[config.mk]
export PLATFORM = sky130hd
export DESIGN_NAME = mips_multicycle_core
export DESIGN_NICKNAME = d
export VERILOG_FILES = /design/src/rtl/mips_multicycle_core.sv
export SDC_FILE = /design/constraint.sdc
export NUM_CORES = 2
export LEC_CHECK = 0
export ABC_AREA = 0
export CAP_MARGIN = 20
export CELL_PAD_IN_SITES_DETAIL_PLACEMENT = 0
export CELL_PAD_IN_SITES_GLOBAL_PLACEMENT = 2
export CORE_MARGIN = 3
export CORE_UTILIZATION = 45
export DETAILED_ROUTE_END_ITERATION = 8
export GPL_TIMING_DRIVEN = 0
export PLACE_DENSITY = 0.91
export SLEW_MARGIN = 10
export SYNTH_ARGS = -nofsm -noshare
export SYNTH_HDL_FRONTEND = slang
export SYNTH_SLANG_ARGS = --single-unit
[constraint.sdc]
create_clock -name CLOCK_50 -period 7 [get_ports CLOCK_50]
set_clock_uncertainty 0.2 [all_clocks]
set_input_delay 0.7 -clock CLOCK_50 [delete_from_list [all_inputs] [get_ports CLOCK_50]]
set_output_delay 0.7 -clock CLOCK_50 [all_outputs]
set_load 0.05 [all_outputs]
[src/rtl/mips_multicycle_core.sv]
// rtl/mips_multicycle_core.sv - multicycle MIPS-subset core driving external synchronous RAMs
//
// Purpose:
//   Fetch/decode/execute/mem/writeback FSM for a MIPS subset:
//   ADD (funct 0x20 and legacy 0x10), SUB, AND, OR, SLT, ADDI, LW, SW, BEQ, J and HALT.
//   The instruction and data memories are external. Both have one cycle of read latency.
//
// Ports:
//   CLOCK_50    in   core clock; all state changes on the rising edge
//   KEY0        in   synchronous active-low reset
//   imem_addr   out  instruction word address (the PC)
//   imem_rdata  in   instruction word, valid one cycle after imem_addr
//   dmem_addr   out  data word address
//   dmem_wdata  out  store data
//   dmem_we     out  write strobe, high for one cycle per SW
//   dmem_rdata  in   load data, valid one cycle after dmem_addr
//   dbg_sel     in   register index for debug read
//   dbg_data    out  combinational read of registers[dbg_sel]
//   state       out  current FSM state encoding
//   instr_done  out  one-cycle pulse on the FETCH cycle that follows a retired instruction
//   illegal     out  sticky flag: unknown opcode or funct was executed
//   halted      out  high while in the absorbing HALT state
//
// Configuration:
//   MIPS_R0_ZERO_EN  When defined, r0 reads as 0 and writes to r0 are discarded.
//                    When undefined, r0 is general purpose and resets to RESET_R0.
module mips_multicycle_core #(
  parameter int          DATA_W   = 32,
  parameter int          PC_W     = 10,
  parameter int unsigned RESET_PC = 0,
  parameter int unsigned RESET_R0 = 1
) (
  input  logic              CLOCK_50,
  input  logic              KEY0,
  output logic [PC_W-1:0]   imem_addr,
  input  logic [31:0]       imem_rdata,
  output logic [PC_W-1:0]   dmem_addr,
  output logic [DATA_W-1:0] dmem_wdata,
  output logic              dmem_we,
  input  logic [DATA_W-1:0] dmem_rdata,
  input  logic [4:0]        dbg_sel,
  output logic [DATA_W-1:0] dbg_data,
  output logic [2:0]        state,
  output logic              instr_done,
  output logic              illegal,
  output logic              halted
);

  typedef enum logic [2:0] {
    S_FETCH   = 3'd0,
    S_FETCH_W = 3'd1,
    S_DECODE  = 3'd2,
    S_EXEC    = 3'd3,
    S_MEM     = 3'd4,
    S_MEM_W   = 3'd5,
    S_WB      = 3'd6,
    S_HALT    = 3'd7
  } state_e;

  localparam logic [5:0] OP_RTYPE   = 6'h00;
  localparam logic [5:0] OP_ADDI    = 6'h08;
  localparam logic [5:0] OP_LW      = 6'h23;
  localparam logic [5:0] OP_SW      = 6'h2B;
  localparam logic [5:0] OP_BEQ     = 6'h04;
  localparam logic [5:0] OP_J       = 6'h02;
  localparam logic [5:0] OP_HALT    = 6'h3F;
  localparam logic [5:0] FN_ADD     = 6'h20;
  localparam logic [5:0] FN_ADD_OLD = 6'h10;
  localparam logic [5:0] FN_SUB     = 6'h22;
  localparam logic [5:0] FN_AND     = 6'h24;
  localparam logic [5:0] FN_OR      = 6'h25;
  localparam logic [5:0] FN_SLT     = 6'h2A;

  state_e            state_q, state_d;
  logic [PC_W-1:0]   pc_q, pc_d;
  logic [31:0]       ir_q, ir_d;
  logic [DATA_W-1:0] a_q, a_d, b_q, b_d, imm_q, imm_d;
  logic [DATA_W-1:0] alu_q, alu_d, mdr_q, mdr_d;
  logic [PC_W-1:0]   daddr_q, daddr_d;
  logic [DATA_W-1:0] dwdata_q, dwdata_d;
  logic              illegal_q, illegal_d;
  logic              done_q, done_d;

  logic [DATA_W-1:0] regs_q [32];
  logic              rf_we, rf_we_eff;
  logic [4:0]        rf_waddr;
  logic [DATA_W-1:0] rf_wdata;
  logic [DATA_W-1:0] rs_val, rt_val, slt_res;

  logic [5:0] op, funct;
  logic [4:0] rs, rt, rd;

  assign op    = ir_q[31:26];
  assign rs    = ir_q[25:21];
  assign rt    = ir_q[20:16];
  assign rd    = ir_q[15:11];
  assign funct = ir_q[5:0];

`ifdef MIPS_R0_ZERO_EN
  // r0 storage keeps its reset value but is never observed or written.
  assign rs_val    = (rs == 5'd0) ? '0 : regs_q[rs];
  assign rt_val    = (rt == 5'd0) ? '0 : regs_q[rt];
  assign dbg_data  = (dbg_sel == 5'd0) ? '0 : regs_q[dbg_sel];
  assign rf_we_eff = rf_we && (rf_waddr != 5'd0);
`else
  assign rs_val    = regs_q[rs];
  assign rt_val    = regs_q[rt];
  assign dbg_data  = regs_q[dbg_sel];
  assign rf_we_eff = rf_we;
`endif

  assign slt_res = {{(DATA_W-1){1'b0}}, ($signed(a_q) < $signed(b_q))};

  assign imem_addr  = pc_q;
  assign dmem_addr  = daddr_q;
  assign dmem_wdata = dwdata_q;
  assign dmem_we    = (state_q == S_MEM) && (op == OP_SW);
  assign state      = state_q;
  assign instr_done = done_q;
  assign illegal    = illegal_q;
  assign halted     = (state_q == S_HALT);

  always_comb begin
    state_d   = state_q;
    pc_d      = pc_q;
    ir_d      = ir_q;
    a_d       = a_q;
    b_d       = b_q;
    imm_d     = imm_q;
    alu_d     = alu_q;
    mdr_d     = mdr_q;
    daddr_d   = daddr_q;
    dwdata_d  = dwdata_q;
    illegal_d = illegal_q;
    done_d    = 1'b0;
    rf_we     = 1'b0;
    rf_waddr  = rd;
    rf_wdata  = alu_q;

    case (state_q)
      S_FETCH: state_d = S_FETCH_W;

      S_FETCH_W: begin
        ir_d    = imem_rdata;
        pc_d    = pc_q + PC_W'(1);
        state_d = S_DECODE;
      end

      S_DECODE: begin
        a_d     = rs_val;
        b_d     = rt_val;
        imm_d   = DATA_W'($signed(ir_q[15:0]));
        state_d = (op == OP_HALT) ? S_HALT : S_EXEC;
      end

      S_EXEC: begin
        case (op)
          OP_RTYPE: begin
            state_d = S_WB;
            case (funct)
              FN_ADD, FN_ADD_OLD: alu_d = a_q + b_q;
              FN_SUB:             alu_d = a_q - b_q;
              FN_AND:             alu_d = a_q & b_q;
              FN_OR:              alu_d = a_q | b_q;
              FN_SLT:             alu_d = slt_res;
              default: begin
                illegal_d = 1'b1;
                state_d   = S_FETCH;
                done_d    = 1'b1;
              end
            endcase
          end
          OP_ADDI: begin
            alu_d   = a_q + imm_q;
            state_d = S_WB;
          end
          OP_LW, OP_SW: begin
            // Only the low PC_W bits of the effective address reach the RAM.
            daddr_d  = a_q[PC_W-1:0] + imm_q[PC_W-1:0];
            dwdata_d = b_q;
            state_d  = S_MEM;
          end
          OP_BEQ: begin
            // PC already points past the branch, so the offset is relative to PC+1.
            if (a_q == b_q) pc_d = pc_q + imm_q[PC_W-1:0];
            state_d = S_FETCH;
            done_d  = 1'b1;
          end
          OP_J: begin
            pc_d    = ir_q[PC_W-1:0];
            state_d = S_FETCH;
            done_d  = 1'b1;
          end
          default: begin
            illegal_d = 1'b1;
            state_d   = S_FETCH;
            done_d    = 1'b1;
          end
        endcase
      end

      S_MEM: begin
        if (op == OP_SW) begin
          state_d = S_FETCH;
          done_d  = 1'b1;
        end else begin
          state_d = S_MEM_W;
        end
      end

      S_MEM_W: begin
        mdr_d   = dmem_rdata;
        state_d = S_WB;
      end

      S_WB: begin
        rf_we = 1'b1;
        if (op == OP_RTYPE) begin
          rf_waddr = rd;
          rf_wdata = alu_q;
        end else if (op == OP_LW) begin
          rf_waddr = rt;
          rf_wdata = mdr_q;
        end else begin
          rf_waddr = rt;
          rf_wdata = alu_q;
        end
        state_d = S_FETCH;
        done_d  = 1'b1;
      end

      S_HALT: state_d = S_HALT;

      default: state_d = S_FETCH;
    endcase
  end

  always_ff @(posedge CLOCK_50) begin
    if (!KEY0) begin
      state_q   <= S_FETCH;
      pc_q      <= PC_W'(RESET_PC);
      ir_q      <= '0;
      a_q       <= '0;
      b_q       <= '0;
      imm_q     <= '0;
      alu_q     <= '0;
      mdr_q     <= '0;
      daddr_q   <= '0;
      dwdata_q  <= '0;
      illegal_q <= 1'b0;
      done_q    <= 1'b0;
    end else begin
      state_q   <= state_d;
      pc_q      <= pc_d;
      ir_q      <= ir_d;
      a_q       <= a_d;
      b_q       <= b_d;
      imm_q     <= imm_d;
      alu_q     <= alu_d;
      mdr_q     <= mdr_d;
      daddr_q   <= daddr_d;
      dwdata_q  <= dwdata_d;
      illegal_q <= illegal_d;
      done_q    <= done_d;
    end
  end

  always_ff @(posedge CLOCK_50) begin
    if (!KEY0) begin
      for (int i = 0; i < 32; i++) begin
        regs_q[i] <= (i == 0) ? DATA_W'(RESET_R0) : '0;
      end
    end else if (rf_we_eff) begin
      regs_q[rf_waddr] <= rf_wdata;
    end
  end

endmodule

## After elaboration in Yosys (flattened, before gate mapping)

Memories as Yosys holds them, arrays and structs flattened. A register that Yosys moved wholly into a read port is not among the register bits.
Index checks and enable logic that the tools add are counted.

- Add/subtract/negate cells: 6
- Order comparisons: 1
- Equal/unequal tests: 24
- Mux-type cells: 29
- Bitwise gates (word level): 3
- Reduce and logical (&&, ||, !) cells: 17

Operators with widths:

| operator | count |
|---|---|
| $pmux W32 S5 | 1 |
| $mux W32 | 4 |
| $add A32 B32 Y32 | 2 |
| $pmux W32 S2 | 1 |
| $eq A6 B6 Y1 const B | 8 |
| $pmux W10 S2 | 2 |
| $and A32 B32 Y32 | 1 |
| $eq A32 B32 Y1 | 1 |
| $lt A32 B32 Y1 | 1 |
| $or A32 B32 Y32 | 1 |
| $reduce_or A32 Y1 | 1 |
| $sub A32 B32 Y32 | 1 |
| $pmux W3 S8 | 1 |
| $add A10 B10 Y10 | 2 |
| $mux W5 | 3 |
| $eq A3 B3 Y1 const B | 4 |
| $add A10 B1 Y10 const B | 1 |
| $mux W10 | 1 |
| $mux W1 | 9 |
| $mux W3 | 3 |
| $pmux W3 S3 | 1 |
| $reduce_and A3 Y1 | 3 |
| $eq A3 B2 Y1 const B | 2 |
| $eq A6 B2 Y1 const B | 1 |
| other kinds (21) | 25 |

- Register bits after elaboration: 169
- Memory bits (writable): 1024
- Output and inout port bits: 91
- Word-level logic and storage cells: 91
- Memories kept: 1

Memory list:

| name | words | width | rd ports | clocked after Yosys merged registers in | wr ports | line | RTL |
|---|---|---|---|---|---|---|---|
| regs_q | 32 | 32 | 3 | 2 | 32 | 84 | `logic [DATA_W-1:0] regs_q [32];` |

## Longest topological paths before layout

- Word-level depth: 7
- Depth in mapped cells: 13
- Gate-level depth less buffers: 12

## Least setup slack after synthesis

OpenSTA, ideal clock, no wires.

- Path type: input -> output
- From: input dbg_sel[0]
- To: output dbg_data[0]
- Data arrival time: 3.040 ns
- Path slack: 3.060 ns
- Stages: 6
- Cells stage by stage: clkbuf_1 > clkbuf_1 > buf_1 > mux4_2 > mux4_2 > mux2_2

- Cells in the longest elaborated chain, start to end: 1

Ends and longest elaborated chain:

| element | line | RTL |
|---|---|---|
| start, declared | 41 | `input logic [4:0] dbg_sel,` |
| $mem_v2 Z32 W32 | -- |  |
| end, declared | 42 | `output logic [DATA_W-1:0] dbg_data,` |

Every way passes these cells.

## Worst setup path in the final report

- From: input dbg_sel[0]
- To: output dbg_data[17]

Same word-level chain as after synthesis.

==> impl_metrics.py <==
metrics = {
    "outcome": {
        "status": "complete, no violations",
    },
    "floorplanning": {
        "initial_core_util_pct": 45.46,
        "die_w_um": 417.7,
        "core_area_um2": 167800,
        "fp.dieH_um": 417.7,
        "io_pins": 162,
        "fp-row-count": 150,
        "dieArea_um2": 174500,
    },
    "final_layout": {
        "drive_gt1_share_pct": 24.91,
        "multi_input_area_um2": 38240,
        "fin_nets": 6471,
        "seqCellArea_um2": 35410,
        "syn2layout_area_growth_pct": 14.07,
        "n_fill_cell": 14510,
    },
    "clocking": {
        "cts_sinks": 1257,
        "post_cts_resized": 0,
        "cts_hold_buf": 0,
        "cts_buffer_depth": 3,
        "cts_made_buffers": 147,
        "clockRootBuffer": "clkbuf_16",
        "cts_max_level": 4,
        "clkTransAtPathRegs_ns": 0.06,
        "post-cts-setup-buffers": 0,
        "clock_latency_ns": 0.83,
        "tritoncts": "done",
    },
    "critical_path": {
        "critPathMaxFanout": 10,
        "cp-start-kind": "primary input",
        "cp.required_ns": 6.10,
        "end_kind": "output pin",
        "crit_arrival_ns": 4.79,
        "criticalPathCategory": "primary input to output pin",
    },
    "sta": {
        "tightest_slew_ns": 1.332,
        "fin_crit_ns": 5.695,
        "hold_viol_final": 0,
        "setup_viol": 0,
        "maxSlewViolCount": 0,
        "relSlewSlack_pct": 11.21,
        "timing.final.crit_share_pct": 81.35,
        "rsz0062_at_grt": "false",
        "tns_ns": 0,
        "fmax_mhz": 175.6,
    },
    "drt": {
        "routed_wl_um": 346300,
        "dr.pass1.iters": 7,
        "vias": 60730,
        "via_per_inst": 7.074,
        "drtIter0Drc": 10580,
        "route.antenna.remaining_nets": 0,
        "route.detailed.drc": 0,
        "wire_per_inst_um": 40.34,
    },
    "pwr": {
        "powerDensity_nw_per_um2": 231.1,
        "power_mw": 20.11,
        "vdd_drop_max_v": 0.0002737,
        "p_leak_nw": 28.78,
    },
    "place": {
        "gp_congestion": 1.012,
        "port_buffers": 156,
        "hpwlAfterDp_um": 254200,
    },
    "job": {
        "drv_cap": 0,
    },
    "synth": {
        "synth_seq_cells": 1257,
        "yosysUniqueCellTypes": 92,
        "synth_warnings": 0,
        "synth_async_sr_flop_share_pct": 0,
        "synth_area_um2": 76280,
        "avgSynthCellArea_um2": 13.02,
        "yosysSeqAreaShare_pct": 46.43,
        "netlist_instances": 5859,
        "ys.flop_type": "edfxtp_1",
        "synth-edff-count": 1024,
        "syn-num-nets": 6071,
    },
    "grt": {
        "grt_pass1_wl_um": 465600,
        "overflow": 0,
        "grt.total_usage_pct": 39.14,
        "grt_max_degree": 33,
        "first_global_vias": 58790,
        "antenna_found_initial": 12,
    },
    "worst_hold_path": {
        "min_path_type": "primary input to flip-flop",
    },
}
-- cell families (layout without fill, tap and decap cells) --
kind of cell | count (synthesis) | in the layout | synth area share [%]
AOI/OAI and AO/OA | 660 | 660 | 5.941
xor gates and xnor gates | 38 | 38 | 0.4363
adders and majority gates | 141 | 141 | 2.352
buffers and inverters | 683 | 1198 | 3.738
DFF | 1257 | 1257 | 46.43
muxes | 1097 | 1097 | 30.20
other | 0 | 8 | 0
and+or+nand+nor | 1983 | 1983 | 10.90
-- worst max-delay path: stages --
cell	delay, ns
clkbuf_1	0.35
clkbuf_1	0.61
buf_1	0.89
mux4_2	0.63
mux4_2	0.52
mux2_2	0.36
clkdlybuf4s50_1	0.72
-- metrics by stage --
step	instance area (um2)	hold WS (ns)	setup WS (ns)	cells	util [%]
floorplan	76280	0.2405	3.060	5859	-
global placement	80590	0.2532	0.5939	8219	48.03
detailed placement	81820	0.2580	1.294	8288	48.77
CTS	86670	0.2319	1.288	8552	51.65
global route	86990	0.2731	1.239	8579	51.85
finish	87010	0.2518	1.305	8586	51.86
-- layout by cell type (no fill, tap or decap), drive strengths merged, types with 13 or more instances in the layout --
master | netlist | final
a211oi | 35 | 35
a21boi | 131 | 131
a21o | 34 | 34
a21oi | 140 | 140
a31oi | 28 | 28
and3 | 89 | 89
buf | 208 | 303
bufinv | 0 | 14
clkbuf | 358 | 535
clkdlybuf4s50 | 0 | 156
clkinv | 0 | 59
dfxtp | 233 | 233
edfxtp | 1024 | 1024
ha | 137 | 137
inv | 117 | 124
mux2 | 34 | 34
mux2i | 103 | 103
mux4 | 960 | 960
nand2 | 547 | 547
nand2b | 17 | 17
nand3 | 39 | 39
nand4 | 13 | 13
nor2 | 1161 | 1161
nor2b | 18 | 18
nor3 | 37 | 37
nor4 | 19 | 19
o211ai | 26 | 26
o21ai | 111 | 111
o21bai | 17 | 17
o31ai | 15 | 15
xnor2 | 24 | 24
xor2 | 14 | 14
-- final cells by class --
| class | instances | share of cell area [%] |
|---|---|---|
| flip-flops and latches | 1257 | 40.70 |
| inverters | 117 | 0.5048 |
| diodes | 8 | 0.02301 |
| plain buffers | 566 | 2.852 |
| well taps | 2204 | 3.169 |
| multi-input cells | 3919 | 43.95 |
| repair buffers | 251 | 3.226 |
| clock inverters | 87 | 1.094 |
| clock buffers | 177 | 4.475 |
-- worst paths after layout --
check / from / endpoint / slack [ns] / cells after the start
min: dmem_rdata[17] / mdr_q[17]$_SDFFE_PN0P_ / 0.25 / 3
min reg2reg: dmem_wdata[4]$_SDFFE_PN0P_ / dmem_wdata[4]$_SDFFE_PN0P_ / 0.26 / 2
max reg2reg: ir_q[5]$_SDFFE_PN0P_ / alu_q[1]$_SDFFE_PN0P_ / 1.68 / 8
max: dbg_sel[0] / dbg_data[17] / 1.31 / 7
-- routing by layer --
metal  track usage, %  up-vias  wire length (um)
met5            1.334        -               402
met4            28.32       14             32340
met3            15.94     1475             52050
li1                 -    23310                 -
met1            44.26    30330            107700
met2            59.94     5608            153900
-- synth_stat cells (7+ instances only) --
cell,number,area (um2)
a21boi_0,130,975.9
ha_1,137,1714
inv_1,117,439.2
and3_1,89,556.8
nor3b_1,7,52.55
nor2_4,7,78.83
mux2_2,34,382.9
buf_6,8,90.09
a31oi_1,20,125.1
xnor2_1,24,210.2
nand2b_1,17,106.4
a211oi_1,34,255.2
o31ai_1,15,112.6
o21a_1,12,90.09
o211ai_1,26,195.2
nand3_1,39,195.2
o2111ai_1,8,70.07
edfxtp_1,1024,30750
o22ai_1,11,68.82
nand2_2,28,175.2
nor2_1,1149,4313
a21o_1,34,255.2
buf_2,73,365.4
nor3_1,37,185.2
nor4_1,18,112.6
o221ai_1,12,105.1
o21ai_0,106,530.5
buf_1,91,341.6
xor2_1,14,122.6
nand4_1,13,81.33
buf_4,36,270.3
mux4_2,960,21620
a21oi_1,140,700.7
nor2b_1,18,112.6
a22oi_1,7,52.55
and2_1,10,62.56
dfxtp_1,233,4664
nand2_1,515,1933
clkbuf_1,357,1340
o21bai_1,17,127.6
mux2i_1,102,1021
o211a_1,9,90.09
-- state kept, by name, summed over array words and instances, names as in the netlist --
name / flops
a_q: 32
alu_q: 32
b_q: 32
dmem_addr: 10
dmem_wdata: 32
illegal: 1
imem_addr: 10
imm_q: 16
instr_done: 1
ir_q: 32
mdr_q: 32
regs_q: 1024
state: 3
-- where the power goes --
part / internal [mW] / switching, mW
Sequential: 8.32 / 0.221
Clock: 4.51 / 3.43
Combinational: 1.37 / 2.26
Total: 14.2 / 5.91
Power figures use the tool's default switching activity.
